==> config.mk <==
export PLATFORM = sky130hd
export DESIGN_NAME = lsu_unit_flat
export DESIGN_NICKNAME = d
export VERILOG_FILES = /design/src/rtl/lsu_unit_if.sv /design/src/rtl/lsu_unit.sv /design/src/flat_wrapper.sv
export SDC_FILE = /design/constraint.sdc
export NUM_CORES = 1
export LEC_CHECK = 0
export BUFFER_PORTS_ARGS = -buffer_cell sky130_fd_sc_hd__buf_2
export CAP_MARGIN = 20
export CORE_MARGIN = 2
export CORE_UTILIZATION = 35
export CTS_BUF_LIST = sky130_fd_sc_hd__clkbuf_4
export DETAILED_ROUTE_END_ITERATION = 10
export PLACE_DENSITY = 0.64
export SETUP_SLACK_MARGIN = 0.2
export SLEW_MARGIN = 20
export SYNTH_ARGS = -nofsm -noshare
export SYNTH_HDL_FRONTEND = slang
export SYNTH_SLANG_ARGS = --single-unit
==> constraint.sdc <==
create_clock -name clk -period 2 [get_ports clk]
set_input_delay 0.2 -clock clk [delete_from_list [all_inputs] [get_ports clk]]
set_output_delay 0.2 -clock clk [all_outputs]
set_load 0.05 [all_outputs]
==> src/rtl/lsu_unit_if.sv <==
// Data-memory port of the load/store unit: valid/ready request channel plus a
// response channel that carries read data or the write acknowledge.
interface lsu_unit_if #(
    parameter int ADDR_W = 32,
    parameter int DATA_W = 32
);
    logic              mem_req_valid;
    logic              mem_req_ready;
    logic              mem_we;
    logic [ADDR_W-1:0] mem_addr;
    logic [3:0]        mem_wstrb;
    logic [DATA_W-1:0] mem_wdata;
    logic              mem_rsp_valid;
    logic [DATA_W-1:0] mem_rdata;

    modport master (
        output mem_req_valid, mem_we, mem_addr, mem_wstrb, mem_wdata,
        input  mem_req_ready, mem_rsp_valid, mem_rdata
    );

    modport slave (
        input  mem_req_valid, mem_we, mem_addr, mem_wstrb, mem_wdata,
        output mem_req_ready, mem_rsp_valid, mem_rdata
    );
endinterface

==> src/rtl/lsu_unit.sv <==
// Multi-cycle load/store unit: turns a core memory instruction into one
// data-memory transaction and returns lane-aligned, extended load data.
module lsu_unit #(
    parameter int ADDR_W  = 32,
    parameter int DATA_W  = 32,
    parameter int TIMEOUT = 255
) (
    input  logic              clk,
    input  logic              rst,
    input  logic              i_start,
    input  logic              i_load,
    input  logic              i_store,
    input  logic [7:0]        i_op_pmem,
    input  logic [1:0]        i_op_load_sext,
    input  logic [ADDR_W-1:0] i_addr,
    input  logic [DATA_W-1:0] i_wdata,
    output logic              o_stall,
    output logic              o_done,
    output logic [DATA_W-1:0] o_rdata,
    output logic              o_err,
    lsu_unit_if.master        mem
);
    localparam int CNT_W = $clog2(TIMEOUT + 1);

    typedef enum logic [1:0] {
        IDLE = 2'd0,
        REQ  = 2'd1,
        WAIT = 2'd2,
        DONE = 2'd3
    } state_t;

    state_t            r_state;
    state_t            w_state_next;
    logic [CNT_W-1:0]  r_cnt;
    logic [1:0]        r_off;
    logic [3:0]        r_size;
    logic [1:0]        r_sext;
    logic              r_we;
    logic [ADDR_W-1:0] r_addr;
    logic [3:0]        r_wstrb;
    logic [DATA_W-1:0] r_wdata;
    logic [DATA_W-1:0] r_rdata;
    logic              r_err;

    logic              w_req;
    logic              w_size_ok;
    logic              w_misalign;
    logic              w_illegal;
    logic              w_timeout;
    logic [DATA_W-1:0] w_shifted;
    logic [DATA_W-1:0] w_load_data;
    logic              w_unused_pmem;

    // Only the low nibble of the size mask carries meaning.
    assign w_unused_pmem = ^i_op_pmem[7:4];

    assign w_req      = i_start & (i_load | i_store);
    assign w_size_ok  = (i_op_pmem[3:0] == 4'h1) | (i_op_pmem[3:0] == 4'h3) |
                        (i_op_pmem[3:0] == 4'hF);
    assign w_misalign = ((i_op_pmem[3:0] == 4'h3) & i_addr[0]) |
                        ((i_op_pmem[3:0] == 4'hF) & (|i_addr[1:0]));
    assign w_illegal  = (i_load & i_store) | ~w_size_ok | w_misalign;
    // >= rather than ==: a handshake on the last REQ count lets WAIT start past it.
    assign w_timeout  = (r_cnt >= CNT_W'(TIMEOUT - 1));

    assign w_shifted = mem.mem_rdata >> {r_off, 3'b000};

    always_comb begin
        w_load_data = w_shifted;
        case (r_size)
            4'h1: w_load_data = {{(DATA_W-8){(r_sext == 2'b01) & w_shifted[7]}},
                                 w_shifted[7:0]};
            4'h3: w_load_data = {{(DATA_W-16){(r_sext == 2'b10) & w_shifted[15]}},
                                 w_shifted[15:0]};
            default: w_load_data = w_shifted;
        endcase
    end

    always_comb begin
        w_state_next = r_state;
        case (r_state)
            IDLE: begin
                if (w_req) begin
                    w_state_next = w_illegal ? DONE : REQ;
                end
            end
            REQ: begin
                if (mem.mem_req_ready) begin
                    w_state_next = WAIT;
                end else if (w_timeout) begin
                    w_state_next = DONE;
                end
            end
            WAIT: begin
                if (mem.mem_rsp_valid || w_timeout) begin
                    w_state_next = DONE;
                end
            end
            default: w_state_next = IDLE;
        endcase
    end

    always_ff @(posedge clk) begin
        if (rst) begin
            r_state <= IDLE;
            r_cnt   <= '0;
            r_off   <= '0;
            r_size  <= '0;
            r_sext  <= '0;
            r_we    <= 1'b0;
            r_addr  <= '0;
            r_wstrb <= '0;
            r_wdata <= '0;
            r_rdata <= '0;
            r_err   <= 1'b0;
        end else begin
            r_state <= w_state_next;
            case (r_state)
                IDLE: begin
                    if (w_req && w_illegal) begin
                        r_err   <= 1'b1;
                        r_rdata <= '0;
                    end else if (w_req) begin
                        r_cnt   <= '0;
                        r_off   <= i_addr[1:0];
                        r_size  <= i_op_pmem[3:0];
                        r_sext  <= i_op_load_sext;
                        r_we    <= i_store;
                        r_addr  <= {i_addr[ADDR_W-1:2], 2'b00};
                        r_wstrb <= i_op_pmem[3:0] << i_addr[1:0];
                        r_wdata <= i_wdata << {i_addr[1:0], 3'b000};
                        r_err   <= 1'b0;
                    end
                end
                REQ: begin
                    r_cnt <= r_cnt + CNT_W'(1);
                    if (!mem.mem_req_ready && w_timeout) begin
                        r_err   <= 1'b1;
                        r_rdata <= '0;
                    end
                end
                WAIT: begin
                    r_cnt <= r_cnt + CNT_W'(1);
                    if (mem.mem_rsp_valid) begin
                        r_err   <= 1'b0;
                        r_rdata <= r_we ? '0 : w_load_data;
                    end else if (w_timeout) begin
                        r_err   <= 1'b1;
                        r_rdata <= '0;
                    end
                end
                default: ;
            endcase
        end
    end

    assign o_stall = (r_state == REQ) | (r_state == WAIT) | ((r_state == IDLE) & w_req);
    assign o_done  = (r_state == DONE);
    assign o_rdata = r_rdata;
    assign o_err   = r_err;

    assign mem.mem_req_valid = (r_state == REQ);
    assign mem.mem_we        = r_we;
    assign mem.mem_addr      = r_addr;
    assign mem.mem_wstrb     = r_wstrb;
    assign mem.mem_wdata     = r_wdata;
endmodule

==> src/flat_wrapper.sv <==
// flat-port wrapper written by rule: the top's interface ports become plain ports
module lsu_unit_flat 
#(
    parameter int ADDR_W  = 32,
    parameter int DATA_W  = 32,
    parameter int TIMEOUT = 255
)
  (clk, rst, i_start, i_load, i_store, i_op_pmem, i_op_load_sext, i_addr, i_wdata, o_stall, o_done, o_rdata, o_err, mem_mem_req_valid, mem_mem_we, mem_mem_addr, mem_mem_wstrb, mem_mem_wdata, mem_mem_req_ready, mem_mem_rsp_valid, mem_mem_rdata);
  lsu_unit_if #(.ADDR_W(ADDR_W), .DATA_W(DATA_W)) mem_i ();
  input  logic clk;
  input  logic rst;
  input  logic i_start;
  input  logic i_load;
  input  logic i_store;
  input  logic [7:0] i_op_pmem;
  input  logic [1:0] i_op_load_sext;
  input  logic [ADDR_W-1:0] i_addr;
  input  logic [DATA_W-1:0] i_wdata;
  output logic o_stall;
  output logic o_done;
  output logic [DATA_W-1:0] o_rdata;
  output logic o_err;
  output wire logic [$bits(mem_i.mem_req_valid)-1:0] mem_mem_req_valid;
  output wire logic [$bits(mem_i.mem_we)-1:0] mem_mem_we;
  output wire logic [$bits(mem_i.mem_addr)-1:0] mem_mem_addr;
  output wire logic [$bits(mem_i.mem_wstrb)-1:0] mem_mem_wstrb;
  output wire logic [$bits(mem_i.mem_wdata)-1:0] mem_mem_wdata;
  input wire logic [$bits(mem_i.mem_req_ready)-1:0] mem_mem_req_ready;
  input wire logic [$bits(mem_i.mem_rsp_valid)-1:0] mem_mem_rsp_valid;
  input wire logic [$bits(mem_i.mem_rdata)-1:0] mem_mem_rdata;
  assign mem_mem_req_valid = mem_i.mem_req_valid;
  assign mem_mem_we = mem_i.mem_we;
  assign mem_mem_addr = mem_i.mem_addr;
  assign mem_mem_wstrb = mem_i.mem_wstrb;
  assign mem_mem_wdata = mem_i.mem_wdata;
  assign mem_i.mem_req_ready = mem_mem_req_ready;
  assign mem_i.mem_rsp_valid = mem_mem_rsp_valid;
  assign mem_i.mem_rdata = mem_mem_rdata;
  lsu_unit #(.ADDR_W(ADDR_W), .DATA_W(DATA_W), .TIMEOUT(TIMEOUT)) u_core (.clk(clk), .rst(rst), .i_start(i_start), .i_load(i_load), .i_store(i_store), .i_op_pmem(i_op_pmem), .i_op_load_sext(i_op_load_sext), .i_addr(i_addr), .i_wdata(i_wdata), .o_stall(o_stall), .o_done(o_done), .o_rdata(o_rdata), .o_err(o_err), .mem(mem_i));
endmodule
Word-level counts from Yosys, hierarchy flattened

Cells that the tools add are included.
Widths: inputs -> output; s select.

Flip-flop bits (word level): 118
Latch bits: 0
RAM bits: 0
Memory bits (read-only): 0
Input port bits: 113
Output and inout bits: 105
Memories kept: 0

Add/subtract/negate cells: 1
Multiply operators: 0
Divide/modulo/power cells: 0
Order comparisons: 1
Eq/ne operators: 18
Shift-type cells: 3
Muxes and demuxes: 22
Bitwise logic cells: 17
Reduce and logical (&&, ||, !) cells: 14

Operator list:

| kind                | count |
|---|---|
| $mux 32             | 5 |
| $pmux 32 s3         | 1 |
| $pmux 32 s2         | 1 |
| $shl 32x5->32       | 1 |
| $shr 32x5->32       | 1 |
| $mux 8              | 2 |
| $pmux 8 s2          | 1 |
| $mux 2              | 5 |
| $reduce_and 3->1    | 3 |
| $add 8x1->8 const B | 1 |
| $eq 4x1->1 const B  | 2 |
| $eq 4x2->1 const B  | 2 |
| $ge 8x8->1 const B  | 1 |
| $ne 2x1->1 const B  | 4 |
| $or 1x1->1          | 8 |
| $reduce_and 4->1    | 2 |
| $and 1x1->1         | 7 |
| $eq 2x2->1 const B  | 3 |
| $ne 3x1->1 const B  | 2 |
| $pmux 2 s3          | 1 |
| $mux 1              | 5 |
| $eq 2x1->1 const B  | 2 |
| $eq 4x4->1 const B  | 1 |
| $reduce_or 2->1     | 2 |
| 11 further kinds    | 13 |

Longest topological paths before layout

Gate-level depths: netlist of the first run.

Depth after elaboration: 9
Mapped depth: 9
Mapped depth without buffers: 7

Worst setup path before layout of the first run

No wires, ideal clock.

Kind: register to output
Start point: register u_core.r_state[0]
End point: output port o_stall
Arrival: 1.975 ns
Data required time: 1.800 ns
Setup slack: -0.175 ns
Stages on the path, launching flop included: 6
Path through: dfxtp_1 inv_1 ha_1 clkbuf_1 inv_1 o21ai_0

Cells in the longest elaborated chain, start to end: 3

RTL lines:

| element                                   | RTL line           | RTL |
|---|---|---|
| start: declaration                        | lsu_unit.sv:32     | `state_t r_state;` |
| start signal: assignment                  | lsu_unit.sv:117    | `r_state <= w_state_next;` |
| $eq 2x1->1, or another cell as far along  | lsu_unit.sv:157    | `assign o_stall = (r_state == REQ) \| (r_state == WAIT) \| ((r_state == IDLE) & w_req);` |
| $or 1x1->1 or $and 1x1->1 (tied branches) | lsu_unit.sv:157    |  |
| $or 1x1->1 (*)                            | lsu_unit.sv:157    |  |
| end: declaration                          | flat_wrapper.sv:19 | `output logic o_stall;` |

Mark *: on every way between the ends. The rest lies on a longest branch, timed or not.

Worst setup path after layout of the first run

Start point: register u_core.r_state[1]
End point: output port o_stall

The elaborated chain is that of the path after synthesis.

==> flow_summary.yaml, run 1 <==
timing:
  finalMaxSlewViolations: 0
  hold_slack_ns: 0.0676
  setup_viol: 0
  min_period_ns: 1.84
  worst_pin_slew_ns: 0.718
  fmax_mhz: 545
  hold_viol_final: 0
  rsz0062_at_grt: "yes"
  clock-skew-final_ns: 0.0139
  fin_setup_tns_ns: 0
  finalCritPeriodShare: 0.918
  max_slew_margin: 0.520
floorplan:
  rows: 47
  start_util: 0.354
  die-width_microns: 133
  die_area_sq_um: 17600
  ios: 218
  core_sq_um: 16400
  die_y_microns: 133
critical_path:
  worstSetupPathType: "reg -> out"
  crit_path_cell_trace: "inv_1 -> ha_4 -> inv_1 -> o21ai_2 -> buf_6"
  end_kind: "primary output"
  cp_slowest_cell: "dfxtp_4"
  critical-path-max-stage-delay_ns: 0.39
  crit_fanout: 5
  cpMostUsedCell: "inv_1"
  cp.arrival_ns: 1.64
  required_ns: 1.80
  cp-start-kind: "register"
detailed_routing:
  drc: 0
  vias: 5950
  drt_iter0_markers: 300
  drt_wl_total_microns: 18500
  wl_per_cell_microns: 15.3
  drt-pass1-iter-count: 5
  vias_per_cell: 4.91
  ant_nets: 0
clock_network:
  numCtsBuffers: 17
  clockRootBuffer: "clkbuf_4"
  clk_latency_ns: 0.55
  clock-sinks: 118
  htreeDepth: 4
  cts_tree: "done"
  cts.reportedPaths.clkPinSlew_ns: 0.13
  clock_path_buffers: 2
status:
  run_status: "completed"
grt:
  antenna_found_initial: 4
  first_global_vias: 5656
  grt_max_degree: 60
  grt_pass1_wl_microns: 28400
  overflow: 0
  grt_use_total: 0.201
cells_and_area:
  stdcell_count: 1211
  syn_to_final_growth_pct: 43.1
  drive_above_1_share: 0.340
  nets: 1095
  num-fill-cells: 1565
place:
  dp_cells: 1102
  gp_congestion: 0.862
  place.port_buffers: 211
  dp_hpwl_microns: 11700
pwr:
  power_density_nw_per_um2: 830
  total_power_w: 0.00689
  peakVddDrop_mv: 0.570
  power.leakage_nw: 3.49
synthesis:
  synth.distinct_cells: 50
  seq_area_frac_synth: 0.407
  netlist_area_sq_um: 5800
  synth_edf_count: 0
  avgSynthCellArea_sq_um: 8.23
  async_reset_ff_frac: 0
  synth_flop_cell: "dfxtp_1"
  ys_warn_count: 0
  syn_inst: 705
  yosys_register_bits: 118
run:
  maxCapViolations: 0
worst_hold_path:
  min_path_type: "in -> reg"
-- per-layer routing --
layer,global-route usage,vias to the layer above,share of wire
met2,0.326,210,0.47
met1,0.252,2733,0.44
met4,0.0800,2,0.023
met5,0,-,0.00087
met3,0.0575,34,0.069
li1,-,2971,-
-- cells in the mapped netlist, types with 2 or more instances --
| cell | count | area share |
|---|---|---|
| nand4_1 | 3 | 0.0032 |
| nor3_1 | 9 | 0.0078 |
| mux2i_1 | 68 | 0.12 |
| nand3b_1 | 2 | 0.0026 |
| mux2_2 | 18 | 0.035 |
| ha_1 | 7 | 0.015 |
| inv_1 | 9 | 0.0058 |
| clkbuf_1 | 20 | 0.013 |
| o31ai_1 | 5 | 0.0065 |
| buf_1 | 3 | 0.0019 |
| o211ai_1 | 19 | 0.025 |
| nand2b_1 | 16 | 0.017 |
| o21ai_0 | 15 | 0.013 |
| or3_1 | 12 | 0.013 |
| clkbuf_2 | 2 | 0.0017 |
| or2_2 | 7 | 0.0075 |
| nand2_1 | 152 | 0.098 |
| or4_1 | 4 | 0.0052 |
| a2bb2oi_1 | 2 | 0.0030 |
| nor2b_1 | 6 | 0.0065 |
| a211oi_1 | 8 | 0.010 |
| nand3_1 | 9 | 0.0078 |
| buf_2 | 23 | 0.020 |
| nor3b_1 | 2 | 0.0026 |
| dfxtp_1 | 118 | 0.41 |
| nor2_1 | 45 | 0.029 |
| buf_4 | 7 | 0.0091 |
| a21oi_1 | 92 | 0.079 |
-- path summary, 6_finish.rpt --
path                                               from                               endpoint  slack, ns  cells past startpoint
hold / removal                              i_wdata[24]  u_core.mem.mem_wdata[24]$_SDFFE_PP0P_       0.07                      4
setup reg to reg         u_core.r_state[0]$_SDFFE_PP0P_        u_core.o_rdata[31]$_SDFFE_PP0P_       0.18                      7
setup / recovery         u_core.r_state[1]$_SDFFE_PP0P_                                o_stall       0.16                      5
hold reg to reg   u_core.mem.mem_wdata[14]$_SDFFE_PP0P_  u_core.mem.mem_wdata[14]$_SDFFE_PP0P_       0.45                      2
-- registers in the layout (all words and copies together), names as in the netlist, 4 cells and up --
register / cells
u_core.mem.mem_addr: 30
u_core.mem.mem_wdata: 32
u_core.mem.mem_wstrb: 4
u_core.o_rdata: 32
u_core.r_cnt: 8
u_core.r_size: 4
-- metrics by stage --
stage	setup WS [ns]	area, sq um	util
final	0.164	8300	0.506
after global routing	0.0864	8300	0.506
after CTS	0.178	8120	0.495
after detailed placement	-0.0185	7060	0.430
after global placement	0.0373	7060	0.430
after floorplan	0.173	5800	-
-- critical path: cells and delay by family (launching register included) --
kind | cells | cell delay (ns)
compound gates | 1 | 0.16
fa+ha+maj | 1 | 0.17
buf+inv | 3 | 0.37
flops | 1 | 0.39
-- logic make-up (layout without fill, tap and decap cells) --
| kind of cell | Yosys count | after routing | share of synthesized area |
|---|---|---|---|
| muxes | 86 | 86 | 0.152 |
| buffers and inverters | 65 | 346 | 0.0520 |
| AOI/OAI and AO/OA | 151 | 151 | 0.152 |
| xor gates and xnor gates | 2 | 2 | 0.00302 |
| other | 1 | 5 | 0.000646 |
| and+or+nand+nor | 275 | 276 | 0.218 |
| DFF | 118 | 118 | 0.407 |
| adders and majority gates | 7 | 7 | 0.0151 |
-- cell type report --
| type | instances | area (sq um) | share of cell area |
|---|---|---|---|
| multi-input cells | 524 | 3270 | 0.393 |
| flip-flops and latches | 118 | 2370 | 0.286 |
| repair buffers | 304 | 2040 | 0.245 |
| well taps | 220 | 275 | 0.0332 |
| clock inverters | 15 | 180 | 0.0217 |
| clock buffers | 17 | 128 | 0.0154 |
| inverters | 10 | 37.5 | 0.00452 |
| diodes | 3 | 7.51 | 0.000904 |
-- power breakdown --
part | internal [W] | switching (W) | leakage [nW] | total, W
Combinational | 0.00113 | 0.00135 | 2.39 | 0.00248
Clock | 0.000869 | 0.00102 | 0.147 | 0.00189
Sequential | 0.00246 | 0.0000662 | 0.954 | 0.00252
-- repair_timing --
item	CTS	global route
gates cloned	2	3
resized for setup	23	29
endpoints found under the setup margin	33	43
hold buffers	59	0
hold endpoints to repair	60	0
buffers inserted	8	2
pin swaps	5	11
-- cells in the final DEF, fill, tap and decap left out, drive strengths merged, types with 11 or more instances in the layout --
cell | synthesis | final
dfxtp | 118 | 118
inv | 9 | 11
clkbuf | 22 | 19
buf | 33 | 243
mux2 | 18 | 18
mux2i | 68 | 68
a21oi | 93 | 93
nor2 | 46 | 46
dlygate4sd3 | 0 | 59
o21ai | 15 | 15
nand2b | 16 | 16
nand2 | 152 | 152
o211ai | 19 | 19
or3 | 12 | 12
Power figures use the tool's default switching activity.
==> inputs of run 2 (changes only) <==
- ABC_AREA: unset -> 1
==> flow_summary.yaml, run 2 <==
synthesis:
  synth_flop_cell: "dfxtp_1"
  yosys_register_bits: 118
  yosysTopAreaCellShare: 0.400
  syn_inst: 875
  netlist_top_cells_area: "dfxtp_1, nand2_1, a21oi_1"
  synth_most_common_cell: "nand2_1"
  synth_common_cells: "nand2_1, dfxtp_1, a21oi_1"
  netlist_area_sq_um: 5910
  async_reset_ff_frac: 0
  avgSynthCellArea_sq_um: 6.76
  seq_area_frac_synth: 0.400
  synth_edf_count: 0
  yosys.area.top_type: "dfxtp_1"
  ys_warn_count: 0
  synth.distinct_cells: 37
timing:
  min_period_ns: 1.74
  worst_pin_slew_ns: 0.524
  fin_setup_tns_ns: 0
  hold_viol_final: 0
  clock-skew-final_ns: 0.0259
  finalMaxSlewViolations: 0
  hold_slack_ns: 0.0680
  setup_viol: 0
  fmax_mhz: 575
  max_slew_margin: 0.650
  finalCritPeriodShare: 0.870
  rsz0062_at_grt: "yes"
pwr:
  peakVddDrop_mv: 0.430
  power_density_nw_per_um2: 900
  power.leakage_nw: 3.81
cells_and_area:
  syn_to_final_growth_pct: 39.6
  fin_area_sq_um: 8250
  stdcell_count: 1362
  nets: 1249
  mostFrequentLayoutCells: "nand2_1, buf_2, dfxtp_1"
  num-fill-cells: 1675
  drive_above_1_share: 0.283
  final_common_cell: "nand2_1"
clock_network:
  clock_path_buffers: 2
  clockRootBuffer: "clkbuf_4"
  cts.reportedPaths.clkPinSlew_ns: 0.11
  clock-sinks: 118
  clk_latency_ns: 0.55
  cts_tree: "done"
  numCtsBuffers: 17
  htreeDepth: 4
run:
  maxCapViolations: 0
floorplan:
  core_sq_um: 16500
  die_area_sq_um: 17900
  start_util: 0.358
  ios: 218
  rows: 47
  die_y_microns: 134
  die-width_microns: 134
critical_path:
  worstSetupPathType: "in -> reg"
  cp-start-kind: "input port"
  required_ns: 2.47
  crit_fanout: 27
  end_kind: "register"
  cp.arrival_ns: 2.21
grt:
  antenna_found_initial: 1
  grt_pass1_wl_microns: 30500
  grt_use_total: 0.211
  grt_max_degree: 101
  first_global_vias: 6167
  overflow: 0
detailed_routing:
  vias_per_cell: 4.90
  ant_nets: 0
  drt_iter0_markers: 476
  drt_wl_total_microns: 19700
  vias: 6670
  wl_per_cell_microns: 14.5
  drt-pass1-iter-count: 5
  drc: 0
worst_hold_path:
  min_path_type: "in -> reg"
place:
  dp_hpwl_microns: 12800
  gp_congestion: 0.849
  place.port_buffers: 211
  dp_cells: 1267
  placed_cell_area_sq_um: 7170
status:
  run_status: "completed"
## run 2: through the flow
stage	total power (W)	setup WS [ns]	util
2_1_floorplan	0.00429	0.263	-
3_3_place_gp	0.00492	0.169	0.434
3_5_place_dp	0.00494	0.139	0.434
4_1_cts	0.00728	0.164	0.485
5_1_grt	0.00785	0.170	0.499
6_report	0.00743	0.261	0.499
## run 2: where the power goes
| part | switching (W) | internal (W) | leakage, nW |
|---|---|---|---|
| Sequential | 0.0000861 | 0.00250 | 0.955 |
| Combinational | 0.00186 | 0.00109 | 2.70 |
| Clock | 0.000919 | 0.000972 | 0.158 |
| Total | 0.00287 | 0.00456 | 3.81 |
## run 2: area by class of cell
type	count	area, sq um	share of cell area
multi-input combinational	642	3150	0.382
antenna	2	5.00	0.000607
tap	220	275	0.0334
sequential	118	2370	0.287
clock inverter	12	161	0.0196
inverter	57	214	0.0259
clock buffer	18	135	0.0164
timing repair buffer	293	1940	0.235
## run 2: kinds of logic (layout without fill, tap and decap cells)
kind of cell             count (synthesis)  count (layout)  share of synthesized area
XOR/XNOR                                 3               3                    0.00445
adder cells (fa/ha/maj)                  7               7                     0.0148
other                                    1               4                   0.000634
flip-flops                             118             118                      0.400
multiplexers                             7               7                     0.0119
buffers and inverters                  118             380                     0.0834
AO/OA/AOI/OAI                          212             212                      0.197
AND/OR/NAND/NOR                        409             411                      0.288
## run 2: layer usage
layer / up-vias / global-route usage / share of wire
li1: 3379 / - / -
met1: 3011 / 0.267 / 0.43
met2: 262 / 0.346 / 0.47
met3: 18 / 0.0673 / 0.088
met4: 0 / 0.0615 / 0.010
met5: - / 0 / 0
## run 2: final timing paths
path,startpoint,slack (ns),depth (start not counted),to
setup reg to reg,u_core.r_state[1]$_SDFFE_PP0P_,0.31,10,u_core.o_rdata[27]$_SDFFE_PP0P_
hold reg to reg,u_core.o_err$_SDFFE_PP0P_,0.47,2,u_core.o_err$_SDFFE_PP0P_
hold / removal,i_wdata[12],0.07,5,u_core.mem.mem_wdata[12]$_SDFFE_PP0P_
setup / recovery,i_op_pmem[1],0.26,10,u_core.mem.mem_addr[12]$_SDFFE_PP0P_
## run 2: timing repair
item / 4_1_cts / 5_1_grt
cloned: 1 / 5
pin swaps: 5 / 7
buffers inserted: 8 / 7
gates resized for setup: 11 / 26
setup endpoints to repair: 42 / 94
hold buffers: 42 / 0
endpoints found under the hold margin: 42 / 0
## run 2: worst max-delay path, cell delays in order
cell and delay [ns]:
dlygate4sd3_1 0.56, buf_2 0.15, nand2_1 0.09, nand2_1 0.05, a21oi_1 0.16, nand4_1 0.26, inv_2 0.27, clkbuf_16 0.26
nand2_1 0.07, a21oi_1 0.13
==> inputs of run 3 (changes only) <==
--- a/config.mk
+++ b/config.mk
@@ -10,8 +10,9 @@
 export CAP_MARGIN = 20
 export CORE_MARGIN = 2
-export CORE_UTILIZATION = 35
+export CORE_UTILIZATION = 33
 export CTS_BUF_LIST = sky130_fd_sc_hd__clkbuf_4
 export DETAILED_ROUTE_END_ITERATION = 10
-export PLACE_DENSITY = 0.64
+export GPL_ROUTABILITY_DRIVEN = 0
+export PLACE_DENSITY = 0.61
 export SETUP_SLACK_MARGIN = 0.2
 export SLEW_MARGIN = 20
==> constraint.sdc (replaced) <==
create_clock -name clk -period 2 [get_ports clk]
set_input_delay 0.1 -clock clk [delete_from_list [all_inputs] [get_ports clk]]
set_output_delay 0.1 -clock clk [all_outputs]
set_load 0.05 [all_outputs]
==> flow_summary.yaml, run 3 (synthesized netlist as in run 2, its figures left out) <==
timing:
  hold_viol_final: 0
  max_slew_margin: 0.672
  finalCritPeriodShare: 0.907
  clock-skew-final_ns: 0.0259
  min_period_ns: 1.81
  setup_viol: 0
  worst_pin_slew_ns: 0.489
  fmax_mhz: 551
  fin_setup_tns_ns: 0
  finalMaxSlewViolations: 0
  rsz0062_at_grt: "yes"
  hold_slack_ns: 0.0633
floorplan:
  die_area_sq_um: 19000
  start_util: 0.339
  ios: 218
  core_sq_um: 17400
  die-width_microns: 138
  die_y_microns: 138
  rows: 48
detailed_routing:
  drc: 0
  ant_nets: 0
  drt_iter0_markers: 384
  drt-pass1-iter-count: 5
  vias: 6730
  drt_wl_total_microns: 19800
  wl_per_cell_microns: 14.2
  vias_per_cell: 4.83
cells_and_area:
  nets: 1276
  mostFrequentLayoutCells: "nand2_1, buf_2, dfxtp_1"
  syn_to_final_growth_pct: 44.2
  num-fill-cells: 1778
  drive_above_1_share: 0.287
  final_common_cell: "nand2_1"
  fin_area_sq_um: 8530
  final_util: 0.490
  num_antenna_cells: 0
clock_network:
  cts_tree: "done"
  clockRootBuffer: "clkbuf_4"
  htreeDepth: 4
  clock_path_buffers: 2
  clock-sinks: 118
  cts.reportedPaths.clkPinSlew_ns: 0.11
  numCtsBuffers: 17
  clk_latency_ns: 0.55
grt:
  first_global_vias: 6108
  antenna_found_initial: 0
  grt_use_total: 0.200
  overflow: 0
  grt_max_degree: 81
  grt_pass1_wl_microns: 29900
pwr:
  p_sw_frac: 0.406
  power_density_nw_per_um2: 880
  p_int_w: 0.00446
  power.leakage_nw: 3.91
  power_switching_w: 0.00304
  p_seq_frac: 0.347
  combPwrFrac: 0.417
  peakVddDrop_mv: 0.356
  pwr-share-clk: 0.236
place:
  place.port_buffers: 211
  dp_hpwl_microns: 13300
  placed_cell_area_sq_um: 7220
critical_path:
  crit_fanout: 8
  worstSetupPathType: "reg -> reg"
  cp-start-kind: "register"
  cp.arrival_ns: 2.29
  required_ns: 2.47
  end_kind: "register"
worst_hold_path:
  min_path_type: "in -> reg"
run:
  maxCapViolations: 0
status:
  run_status: "completed"
## run 3: cell types whose count changed in the layout (fill, tap and decap cells not counted), sizes merged, moves of 2 or more
cell	previous run	this run
clkinv	8	6
buf	247	252
dlygate4sd3	42	66
diode	2	0
clkbuf	22	19
clkinvlp	1	6
## run 3: worst max-delay path, cell delays in order (launching register included)
cell       delay [ns]
dfxtp_2          0.36
inv_2            0.08
ha_4             0.13
nor2_4           0.04
nor2_4           0.11
nand3_2          0.10
a21oi_4          0.25
buf_12           0.14
clkbuf_16        0.13
nand3_4          0.15
nor2_1           0.13
nor2_1           0.05
nor2_1           0.07
## run 3: what timing repair did
action                                 in CTS  in global routing
buffers inserted                            4                 13
cloned                                      0                  4
setup endpoints to repair                  59                 82
endpoints found under the hold margin      80                 20
pin swaps                                   0                 11
hold buffers                               65                  1
resized for setup                           7                 39
## run 3: per-layer routing
layer,routed length [microns],global-route usage
met1,8690,0.252
met5,0,0
met3,1450,0.0633
met4,234,0.0510
met2,9470,0.330
## run 3: worst paths after layout
path	startpoint	end	slack, ns	depth (start not counted)
hold reg to reg	u_core.o_err$_SDFFE_PP0P_	u_core.o_err$_SDFFE_PP0P_	0.47	2
setup / recovery	u_core.r_cnt[0]$_SDFFE_PP0P_	u_core.o_rdata[16]$_SDFFE_PP0P_	0.19	12
hold / removal	i_wdata[19]	u_core.mem.mem_wdata[19]$_SDFFE_PP0P_	0.06	5
setup reg to reg	u_core.r_cnt[0]$_SDFFE_PP0P_	u_core.o_rdata[16]$_SDFFE_PP0P_	0.19	12
## run 3: metrics by stage
stage,setup WS [ns],std cells,power (W)
after floorplan,0.263,876,0.00429
after global placement,0.159,1275,0.00497
after detailed placement,0.128,1275,0.00497
after CTS,0.177,1376,0.00698
after global routing,0.108,1394,0.00792
final,0.185,1394,0.00750
## run 3: layout make-up
type	instances	area [sq um]	share of cell area
Clock inverter	15	154	0.0180
Clock buffer	17	128	0.0150
Multi-Input combinational cell	642	3210	0.376
Timing Repair Buffer	320	2160	0.253
Sequential cell	118	2370	0.278
Inverter	57	228	0.0267
Tap cell	225	282	0.0330
## run 3: power by group through the flow
stage	logic (W)	clock network, W	registers (W)
final	0.00313	0.00177	0.00260
after floorplan	0.00134	0	0.00295
after global placement	0.00233	0	0.00264
after global routing	0.00339	0.00191	0.00262
after detailed placement	0.00233	0	0.00264
after CTS	0.00257	0.00183	0.00258
